--- src/rtl/pwm_reg_arbiter.sv ---
// pwm_reg_arbiter: shares the PWM register bus between the I2C slave bridge
// (port 0) and an internal requester (port 1). Transactions are serialised:
// IDLE -> ISSUE -> (WAIT, reads) -> ACK -> IDLE.
//
// Ports:
//   clk_i, rst_n_i            PWM-domain clock, async active-low reset
//   mX_req_i/we_i/addr_i/wdata_i  request, direction, address, write data
//   mX_ack_o, mX_rdata_o      one-cycle completion pulse, held read data
//   addr_o, wdata_o           register bus address / write data (held)
//   wr_en_o, rd_en_o          single-cycle strobes (ISSUE state only)
//   rdata_i                   register bus read data, RD_LATENCY edges late
//   busy_o, grant_o           not-IDLE flag, index of current/last grant
//
// Build option: PWM_ARB_FIXED_PRIO_EN selects fixed priority (port 0 wins);
// otherwise a 1-bit round-robin pointer alternates between contenders.
module pwm_reg_arbiter #(
    parameter int unsigned AW         = 8,
    parameter int unsigned DW         = 16,
    parameter int unsigned RD_LATENCY = 1
) (
    input  logic          clk_i,
    input  logic          rst_n_i,
    input  logic          m0_req_i,
    input  logic          m0_we_i,
    input  logic [AW-1:0] m0_addr_i,
    input  logic [DW-1:0] m0_wdata_i,
    output logic          m0_ack_o,
    output logic [DW-1:0] m0_rdata_o,
    input  logic          m1_req_i,
    input  logic          m1_we_i,
    input  logic [AW-1:0] m1_addr_i,
    input  logic [DW-1:0] m1_wdata_i,
    output logic          m1_ack_o,
    output logic [DW-1:0] m1_rdata_o,
    output logic [AW-1:0] addr_o,
    output logic [DW-1:0] wdata_o,
    output logic          wr_en_o,
    output logic          rd_en_o,
    input  logic [DW-1:0] rdata_i,
    output logic          busy_o,
    output logic          grant_o
);

    localparam int unsigned CW = 2;
    localparam logic [CW-1:0] WAIT_LOAD = CW'(RD_LATENCY - 1);

    typedef enum logic [1:0] {
        S_IDLE  = 2'd0,
        S_ISSUE = 2'd1,
        S_WAIT  = 2'd2,
        S_ACK   = 2'd3
    } state_e;

    state_e        state_q, state_d;
    logic          we_q, we_d;
    logic [AW-1:0] addr_q, addr_d;
    logic [DW-1:0] wdata_q, wdata_d;
    logic          grant_q, grant_d;
    logic [CW-1:0] cnt_q, cnt_d;
    logic          wr_en_q, wr_en_d;
    logic          rd_en_q, rd_en_d;
    logic          m0_ack_q, m0_ack_d;
    logic          m1_ack_q, m1_ack_d;
    logic [DW-1:0] m0_rdata_q, m0_rdata_d;
    logic [DW-1:0] m1_rdata_q, m1_rdata_d;
    logic          busy_q, busy_d;
    logic          win_c;
    logic          sel_we_c;

`ifdef PWM_ARB_FIXED_PRIO_EN
    // Port 0 wins whenever it requests; port 1 only when alone.
    assign win_c = ~m0_req_i;
`else
    logic ptr_q, ptr_d;
    logic grant_fire_c;

    // Pointer names the preferred port on contention; flips after each grant.
    assign win_c        = (m0_req_i & m1_req_i) ? ptr_q : m1_req_i;
    assign grant_fire_c = (state_q == S_IDLE) & (m0_req_i | m1_req_i);
    assign ptr_d        = grant_fire_c ? ~win_c : ptr_q;

    always_ff @(posedge clk_i or negedge rst_n_i) begin
        if (!rst_n_i) ptr_q <= 1'b0;
        else          ptr_q <= ptr_d;
    end
`endif

    assign sel_we_c = win_c ? m1_we_i : m0_we_i;

    // State and registered outputs
    always_ff @(posedge clk_i or negedge rst_n_i) begin
        if (!rst_n_i) begin
            state_q    <= S_IDLE;
            we_q       <= 1'b0;
            addr_q     <= '0;
            wdata_q    <= '0;
            grant_q    <= 1'b0;
            cnt_q      <= '0;
            wr_en_q    <= 1'b0;
            rd_en_q    <= 1'b0;
            m0_ack_q   <= 1'b0;
            m1_ack_q   <= 1'b0;
            m0_rdata_q <= '0;
            m1_rdata_q <= '0;
            busy_q     <= 1'b0;
        end else begin
            state_q    <= state_d;
            we_q       <= we_d;
            addr_q     <= addr_d;
            wdata_q    <= wdata_d;
            grant_q    <= grant_d;
            cnt_q      <= cnt_d;
            wr_en_q    <= wr_en_d;
            rd_en_q    <= rd_en_d;
            m0_ack_q   <= m0_ack_d;
            m1_ack_q   <= m1_ack_d;
            m0_rdata_q <= m0_rdata_d;
            m1_rdata_q <= m1_rdata_d;
            busy_q     <= busy_d;
        end
    end

    // Next state; strobes/acks are computed one edge early so they leave flops
    always_comb begin
        state_d    = state_q;
        we_d       = we_q;
        addr_d     = addr_q;
        wdata_d    = wdata_q;
        grant_d    = grant_q;
        cnt_d      = cnt_q;
        wr_en_d    = 1'b0;
        rd_en_d    = 1'b0;
        m0_ack_d   = 1'b0;
        m1_ack_d   = 1'b0;
        m0_rdata_d = m0_rdata_q;
        m1_rdata_d = m1_rdata_q;

        case (state_q)
            S_IDLE: begin
                if (m0_req_i | m1_req_i) begin
                    state_d = S_ISSUE;
                    grant_d = win_c;
                    we_d    = sel_we_c;
                    addr_d  = win_c ? m1_addr_i  : m0_addr_i;
                    wdata_d = win_c ? m1_wdata_i : m0_wdata_i;
                    wr_en_d = sel_we_c;
                    rd_en_d = ~sel_we_c;
                end
            end
            S_ISSUE: begin
                if (we_q) begin
                    state_d  = S_ACK;
                    m0_ack_d = ~grant_q;
                    m1_ack_d = grant_q;
                end else begin
                    state_d = S_WAIT;
                    cnt_d   = WAIT_LOAD;
                end
            end
            S_WAIT: begin
                if (cnt_q == '0) begin
                    state_d  = S_ACK;
                    m0_ack_d = ~grant_q;
                    m1_ack_d = grant_q;
                    if (grant_q) m1_rdata_d = rdata_i;
                    else         m0_rdata_d = rdata_i;
                end else begin
                    cnt_d = cnt_q - CW'(1);
                end
            end
            S_ACK: begin
                state_d = S_IDLE;
            end
            default: begin
                state_d = S_IDLE;
            end
        endcase

        busy_d = (state_d != S_IDLE);
    end

    assign addr_o     = addr_q;
    assign wdata_o    = wdata_q;
    assign wr_en_o    = wr_en_q;
    assign rd_en_o    = rd_en_q;
    assign m0_ack_o   = m0_ack_q;
    assign m1_ack_o   = m1_ack_q;
    assign m0_rdata_o = m0_rdata_q;
    assign m1_rdata_o = m1_rdata_q;
    assign busy_o     = busy_q;
    assign grant_o    = grant_q;

endmodule

--- config.mk ---
export PLATFORM = sky130hd
export DESIGN_NAME = pwm_reg_arbiter
export DESIGN_NICKNAME = d
export VERILOG_FILES = /design/src/rtl/pwm_reg_arbiter.sv
export SDC_FILE = /design/constraint.sdc
export NUM_CORES = 1
export LEC_CHECK = 0
export ABC_AREA = 0
export CAP_MARGIN = 5
export CORE_ASPECT_RATIO = 0.75
export CORE_MARGIN = 2
export CORE_UTILIZATION = 30
export CTS_CLUSTER_DIAMETER = 200
export CTS_CLUSTER_SIZE = 24
export DETAILED_ROUTE_END_ITERATION = 8
export SYNTH_ARGS = -nofsm -noshare
export SYNTH_HDL_FRONTEND = slang
export SYNTH_SLANG_ARGS = --single-unit
export TNS_END_PERCENT = 10
--- constraint.sdc ---
create_clock -name clk_i -period 1.8 [get_ports clk_i]
set_input_delay 0.36 -clock clk_i [delete_from_list [all_inputs] [get_ports clk_i]]
set_output_delay 0.36 -clock clk_i [all_outputs]
set_load 0.01 [all_outputs]
# == Word level (Yosys, flattened, before mapping) ==
# Cells that the tools add are included.
# totals
regBits,68
output_inout_bits,62
# classes
add_sub_neg,1
n_eq_ne,5
muxes,21
bitwise,6
n_reduce_logical,8
# op_table
operator,n
$mux W16,1
$mux W1,11
$reduce_and A3 Y1,3
$mux W2,4
$mux W8,1
$pmux W2 S4,1
$eq A2 B2 Y1 const B,2
$logic_not A2 Y1,2
$ne A2 B2 Y1 const B,2
$pmux W1 S2,2
$pmux W2 S2,1
$reduce_bool A2 Y1,2
$not A1 Y1,3
$and A1 B1 Y1,2
$eq A2 B1 Y1 const B,1
$reduce_and A2 Y1,1
$sub A2 B1 Y2 const B,1
$or A1 B1 Y1,1

# == Longest topological paths before layout ==
# Gate-level depths: netlist (run 1).
# depth
depth_word,6
mapped_depth,7
depth_no_buf,5

# == Least setup slack after synthesis (run 1) ==
# OpenSTA, ideal clock, no wires.
# synth_timing
path_type,register to register
start,register state_q[0]
end,register m0_rdata_q[10] (netlist: m0_rdata_o[10])
arrival_time_ns,1.445
required_time_ns,1.672
slack_ns,0.227
path_stages_with_launch,7
n_path_buf,2
period_less_slack_ns,1.573
path_cell_list,dfrtp_1 -> inv_1 -> ha_1 -> buf_2 -> nand3_2 -> buf_2 -> mux2_1
# synth_via
elab_chain_len,2
# synth_rtl
element,line,text
from (decl),54,"state_e state_q, state_d;"
from (signal assigned),107,state_q <= state_d;
$eq A2 B2 Y1,138,case (state_q)
$reduce_and A3 Y1 (no source line),-,
to (signal assigned),117,m0_rdata_q <= m0_rdata_d;
to (decl),64,"logic [DW-1:0] m0_rdata_q, m0_rdata_d;"
# Every way passes these cells.
# A chain may end at the register's enable or synchronous reset.

# == Worst setup path in the final report (run 1) ==
# layout_timing
start,register grant_q (netlist: grant_o)
end,output port grant_o
# layout_lines
element,line,text
from (decl),58,"logic grant_q, grant_d;"
from (signal assigned),111,grant_q <= grant_d;
to (decl),41,output logic grant_o
# No word-level cell between the ends.

==> key figures, run 1 <==
Layout
  – Net count, final: 415
  – ANT cells: 0
  – Layout cells sized above 1: 11.0%
  – Fillers: 840
  – Syn-to-layout area delta: 63.4%
  – Register Area: 0.00170 mm2
  – Cell Count, Final, Fillers Out: 474
  – Finished Core Util: 50.8%
  – Final Instance Area: 0.00464 mm2
  – Area of the multi-input gates: 0.00102 mm2

Job
  – Max-cap viol count: 0

Clock tree
  – Clk buf depth: 2
  – Post-CTS Setup Repair Bufs: 0
  – Clock slew at reported path FFs: 0.06 ns
  – Depth of the CTS H-tree: 3
  – Root Buffer Master: clkbuf_16
  – Post-cts hold buffer count: 0
  – Post-CTS sizing: 0
  – Clk sink count: 68
  – Num CTS Buffers: 9
  – CTS tree: built
  – Worst-skew pair later-pin latency: 0.33 ns

Route
  – Residual DRC count: 0
  – Via density: 4.49
  – Drt first pass iters: 4
  – DR WL/cell: 14.8 um
  – DR iter-0 viols: 54
  – Vias: 2,129
  – Antenna Nets Post-Route: 0
  – Final wirelength: 6990 um

Placed design
  – Pre-CTS setup slack: -0.0546 ns
  – Placed inst area: 0.00434 mm2
  – Post-placement cell count: 458
  – PortBufs: 131
  – Final estimated routing congestion in global placement: 0.703
  – Final HPWL DP: 4920 um

Global routing
  – Number of global-route vias before repair: 2,190
  – Largest net degree at the start of global routing: 69
  – Tot GR Track Use: 14.3%
  – Gr ovfl total: 0
  – Global-route wire length before repair: 11,100 um
  – Initial antenna violation count: 0

Critical path
  – Crit path required time: 1.44 ns
  – Max incr delay on CP: 0.58 ns
  – Critical path class: reg -> out
  – Worst Path Buf+Inv: 1
  – Crit-path cells: clkdlybuf4s50_1
  – CP Capture Type: output port
  – CP Data Arrival Time: 1.35 ns
  – Worst-path fanout max: 5
  – Nature of the critical path startpoint: register
  – Crit-path slowest cell: clkdlybuf4s50_1
  – Crit-path leading delay family: buffers and inverters

STA
  – Clock skew: 0.00855 ns
  – Fin. Hold Viols: 0
  – Setup WS post-layout: 0.0920 ns
  – Final worst path period share: 94.9%
  – Max-slew violations: 0
  – Worst slew margin: 74.8%
  – Min Tclk post-route: 1.71 ns
  – Setup TNS: 0 ns
  – Actual slew at the worst max-slew pin: 0.378 ns
  – Final setup viols: 0
  – Hold WS: 0.0438 ns
  – RSZ-0062 raised after global routing: no
  – Max frequency: 585 MHz

Power and ir drop
  – Static leakage: 1.95 nW
  – Worst vdd ir: 622 uV
  – Pwr Total: 8.12 mW
  – Power Dens Cells: 1750 mW/mm2

Yosys
  – Synthesized net count: 275
  – Register area share after synthesis: 60.0%
  – Synthesized flop and latch total: 68
  – Ys Warns: 0
  – Yosys cell types: 34
  – Post-Syn Instances: 201
  – Syn avg cell area: 14.1 um2
  – Synth Cell Area: 0.00284 mm2

Die
  – Core ar.: 0.00912 mm2
  – Die area: 0.0103 mm2
  – I/O pins: 132
  – Initial Util: 31.1%
  – Die X: 116 um
  – Row count: 30
  – Die H: 88.2 um

Worst hold path
  – Hold crit path type: in -> async

Run status
  – Status: completed
layout by cell type (no fill, tap or decap), types with 2 or more instances in the layout:
cell type        synthesis  routed
clkdlybuf4s50_1          0     130
dfrtp_1                 68      68
mux2_1                  29      29
a221o_1                 24      24
and2_1                  16      16
clkbuf_16                0       9
and2_0                   8       8
inv_1                    5       5
nor2_1                   5       5
buf_12                   0       5
mux2_2                   4       4
nand2_1                  4       4
ha_1                     4       4
buf_4                    0       4
a211oi_1                 2       2
o21ai_1                  2       2
nand3_2                  2       2
clkinvlp_4               0       2
inv_6                    0       2
clkinv_2                 0       2
worst register-to-register path, stage by stage, from the launching register on:
cell	delay, ns
dfrtp_1	0.41
inv_1	0.10
ha_1	0.26
o21ai_1	0.16
buf_12	0.19
and2_1	0.17
a221o_1	0.26
per-layer routing:
metal  GRT usage [%]  share of wire (%)  vias to the layer above
met2            20.6                 40                      108
met3            7.40                 13                        9
met4            4.55                1.3                        0
li1                -                  -                     1018
met1            18.7                 46                      994
met5               0                  0                        -
power breakdown:
part	internal, mW	total [mW]	switching, mW	leakage (nW)
Combinational	2.25	3.70	1.45	0.986
Clock	1.08	1.73	0.658	0.142
Sequential	2.29	2.68	0.393	0.820
Total	5.62	8.12	2.50	1.95
final cells by class:
class / instances / area share (%)
clock inverters: 7 / 1.57
clock buffers: 9 / 4.86
multi-input cells: 116 / 21.9
well taps: 128 / 3.45
flip-flops and latches: 68 / 36.7
repair buffers: 140 / 31.0
inverters: 6 / 0.486
cell families (layout without fill, tap and decap cells):
family	count (synthesis)	after routing	share of synthesized area [%]
DFF	68	68	60.0
and+or+nand+nor	41	41	8.64
AOI/OAI and AO/OA	38	38	12.3
muxes	33	33	13.1
buffers and inverters	17	162	4.19
adders and majority gates	4	4	1.76
path summary, 6_finish.rpt:
kind,from,to,slack (ns),cells past startpoint
min in group clk_i,cnt_q[0],cnt_q[0],0.48,1
max,grant_o,grant_o,0.09,1
max in group asynchronous,rst_n_i,m1_rdata_o[11],1.43,2
min reg2reg,cnt_q[0],cnt_q[0],0.48,1
min,rst_n_i,m1_rdata_o[6],0.04,2
max reg2reg,state_q[0],wdata_o[8],0.14,6
sequential cells by signal (all words and copies together), names as in the netlist, 2 cells and up:
| register | count |
|---|---|
| state_q | 2 |
| m0_rdata_o | 16 |
| cnt_q | 2 |
| m1_rdata_o | 16 |
| addr_o | 8 |
| wdata_o | 16 |
cell usage after synthesis (all sizes together):
library cell / count / share of area (%)
a21oi: 1 / 0.31
and3: 1 / 0.22
nor4b: 1 / 0.31
inv: 6 / 0.79
mux2: 33 / 13
dfrtp: 68 / 60
ha: 4 / 1.8
buf: 10 / 2.9
o21ba: 1 / 0.35
nand3: 3 / 0.88
o2bb2ai: 1 / 0.31
nand2b: 1 / 0.22
o21bai: 1 / 0.26
a21boi: 1 / 0.26
a2bb2oi: 1 / 0.31
a211oi: 2 / 0.53
and2: 24 / 5.3
a21bo: 1 / 0.35
clkbuf: 1 / 0.48
a221o: 24 / 8.5
or2: 1 / 0.22
a21o: 2 / 0.57
nand2: 4 / 0.53
o21ai: 2 / 0.35
and2b: 1 / 0.31
a22oi: 1 / 0.26
nor2: 5 / 0.66
Note: power is estimated with default switching activity, not from simulation.
==> run 2: changes to the inputs <==
DONT_BUFFER_PORTS = 1   (was default)
==> run 2 against run 1 <==
Largest cell class unchanged. Sequential cell count is the same. Combinational power shrank 52%. The flow now finishes with violations (negative hold slack). Sequential share of layout area grew 16 points. Count of clock-buffer cells in the layout rose by 1. Setup slack improved by 0.083 ns. Critical path depth up 5. Die area unchanged. Utilization shrank 15 points. Sequential power increased by 17%. Non-clock buffer count shrank 135.
==> key figures, run 2 (synthesized netlist as in run 1, its figures left out) <==
Die
  – Die X: 116 um (unchanged)
  – Core ar.: 0.00912 mm2 (unchanged)
  – I/O pins: 132 (unchanged)
  – Die H: 88.2 um (unchanged)
  – Die area: 0.0103 mm2 (unchanged)
  – Initial Util: 31.1% (unchanged)
  – Row count: 30 (unchanged)

Critical path
  – Crit-path cells: inv_1, ha_2, o21ai_1, buf_12, and2_1, a221o_1
  – Crit path required time: 2.00 ns (+0.56 ns)
  – Crit-path slowest cell: dfrtp_1
  – Worst R2R Setup Slack: 0.18 ns (+0.04 ns)
  – Critical path class: reg -> reg
  – CP Data Arrival Time: 1.82 ns (+0.47 ns)
  – CP Capture Type: register
  – Nature of the critical path startpoint: register
  – Max incr delay on CP: 0.41 ns (-0.17 ns)
  – Worst-path fanout max: 27 (+22)

STA
  – Actual slew at the worst max-slew pin: 0.310 ns (-0.0687 ns)
  – Fin. Hold Viols: 68 (+68)
  – Max frequency: 615 MHz (+5.1%)
  – RSZ-0062 raised after global routing: no
  – Worst slew margin: 79.1% (+4.3 points)
  – Clock skew: 0.00524 ns (-0.00330 ns)
  – Setup WS post-layout: 0.175 ns (+0.0833 ns)
  – Max-slew violations: 0 (unchanged)
  – Hold WS: -0.266 ns (-0.309 ns)
  – Min Tclk post-route: 1.62 ns (-0.0833 ns)
  – Final worst path period share: 90.3% (-4.6 points)
  – Final setup viols: 0 (unchanged)
  – Setup TNS: 0 ns (unchanged)

Power and ir drop
  – Seq pwr share: 48.9% (+16 points)
  – Worst vdd ir: 565 uV (-9.2%)
  – Switch share: 34.6% (+3.8 points)
  – NetSw: 2.23 mW (-11%)
  – Logic gate share of total power: 27.4% (-18 points)
  – Clock power share: 23.7% (+2.4 points)
  – Power Dens Cells: 1980 mW/mm2 (+13%)
  – Static leakage: 1.39 nW (-29%)
  – Pint: 4.20 mW (-25%)

Route
  – Antenna Nets Post-Route: 0 (unchanged)
  – DR WL/cell: 17.1 um (+16%)
  – Residual DRC count: 0 (unchanged)
  – Final wirelength: 5770 um (-17%)
  – Drt first pass iters: 4 (unchanged)
  – Vias: 1,685 (-21%)
  – DR iter-0 viols: 65 (+20%)
  – Via density: 4.99 (+11%)

Clock tree
  – Depth of the CTS H-tree: 3 (unchanged)
  – Clk sink count: 68 (unchanged)
  – Worst-skew pair later-pin latency: 0.32 ns (about the same)
  – Root Buffer Master: clkbuf_16
  – Clock slew at reported path FFs: 0.06 ns (about the same)
  – Num CTS Buffers: 9 (unchanged)
  – Clk buf depth: 2 (unchanged)
  – Post-CTS Setup Repair Bufs: 0 (unchanged)
  – CTS tree: built

Global routing
  – Global-route wire length before repair: 8660 um (-22%)
  – Gr ovfl total: 0 (unchanged)
  – Initial antenna violation count: 0 (unchanged)
  – Tot GR Track Use: 11.5% (-2.8 points)
  – Largest net degree at the start of global routing: 69 (unchanged)
  – Number of global-route vias before repair: 1,681 (-23%)

Layout
  – ANT cells: 0 (unchanged)
  – Commonest non-fill, non-tap cell in the layout: dfrtp_1
  – Most frequent cells in the layout: dfrtp_1, mux2_1, a221o_1, and2_1, clkbuf_16
  – Register Area: 0.00170 mm2 (unchanged)
  – Syn-to-layout area delta: 14.4%
  – Area of the multi-input gates: 0.00103 mm2 (+0.98%)
  – Layout cells sized above 1: 16.2% (+5.2 points)
  – Net count, final: 280 (-33%)
  – Fillers: 895 (+6.5%)

Run status
  – Failing checks: negative hold slack
  – Status: complete, but fails checks

Placed design
  – Final estimated routing congestion in global placement: 0.757 (+7.6%)
  – Final HPWL DP: 4090 um (-17%)
  – PortBufs: 0 (-100%)
  – Pre-CTS setup slack: 0.137 ns (+0.192 ns)

Job
  – Max-cap viol count: 0 (unchanged)

Worst hold path
  – Hold crit path type: in -> async
run 2: cell types whose count changed in the layout (fill, tap and decap cells not counted), sizes merged:
| cell | before | now |
|---|---|---|
| buf | 10 | 5 |
| bufinv | 1 | 0 |
| clkbuf | 9 | 10 |
| clkdlybuf4s50 | 130 | 0 |
| clkinv | 2 | 3 |
| inv | 8 | 6 |
run 2: worst paths after layout:
check	to	depth (start not counted)	start
min in group clk_i	m1_rdata_o[8]	1	rdata_i[8]
setup reg to reg	wdata_o[8]	6	state_q[0]
max in group asynchronous	addr_o[6]	0	rst_n_i
setup / recovery	wdata_o[8]	6	state_q[0]
hold reg to reg	cnt_q[0]	1	cnt_q[0]
hold / removal	m1_rdata_o[8]	0	rst_n_i
run 2: final cells by class:
cell class | count | area share (%)
clock inverters | 5 | 0.925
multi-input cells | 116 | 31.7
repair buffers | 5 | 2.31
inverters | 6 | 0.694
well taps | 128 | 4.93
clock buffers | 10 | 7.05
flip-flops and latches | 68 | 52.4
run 2: power groups by stage:
| stage | registers [mW] | clock network, mW | logic, mW |
|---|---|---|---|
| CTS | 3.16 | 1.59 | 1.77 |
| global route | 3.26 | 1.66 | 1.98 |
| floorplan | 2.99 | 0 | 1.50 |
| global placement | 3.17 | 0 | 1.69 |
| finish | 3.14 | 1.52 | 1.76 |
| detailed placement | 3.16 | 0 | 1.79 |
run 2: through the flow:
step | cells | util [%] | instance area (um2) | power, mW
floorplan | 201 | - | 2840 | 4.48
global placement | 323 | 32.6 | 2980 | 4.87
detailed placement | 323 | 32.6 | 2980 | 4.95
CTS | 338 | 35.5 | 3240 | 6.52
global route | 338 | 35.6 | 3250 | 6.90
finish | 338 | 35.6 | 3250 | 6.43
run 2: repair_timing:
action	CTS	global route
hold endpoints to repair	68	68
gates resized for setup	0	3
endpoints found under the setup margin	0	22
run 2: layer usage:
layer | global-route usage [%] | wire, um | share of wire [%] | vias to the layer above
met4 | 5.52 | 88 | 1.5 | 0
met5 | 0 | 0 | 0 | -
met2 | 16.3 | 2330 | 40 | 114
li1 | - | - | - | 746
met1 | 14.5 | 2590 | 45 | 815
met3 | 6.03 | 767 | 13 | 10
run 2: worst max-delay path, delay by kind of cell (launching register included):
| kind | cells | cell delay, ns |
|---|---|---|
| buffers and inverters | 2 | 0.29 |
| adders and majority gates | 1 | 0.23 |
| AOI/OAI and AO/OA | 2 | 0.41 |
| and+or+nand+nor | 1 | 0.15 |
| DFF | 1 | 0.41 |
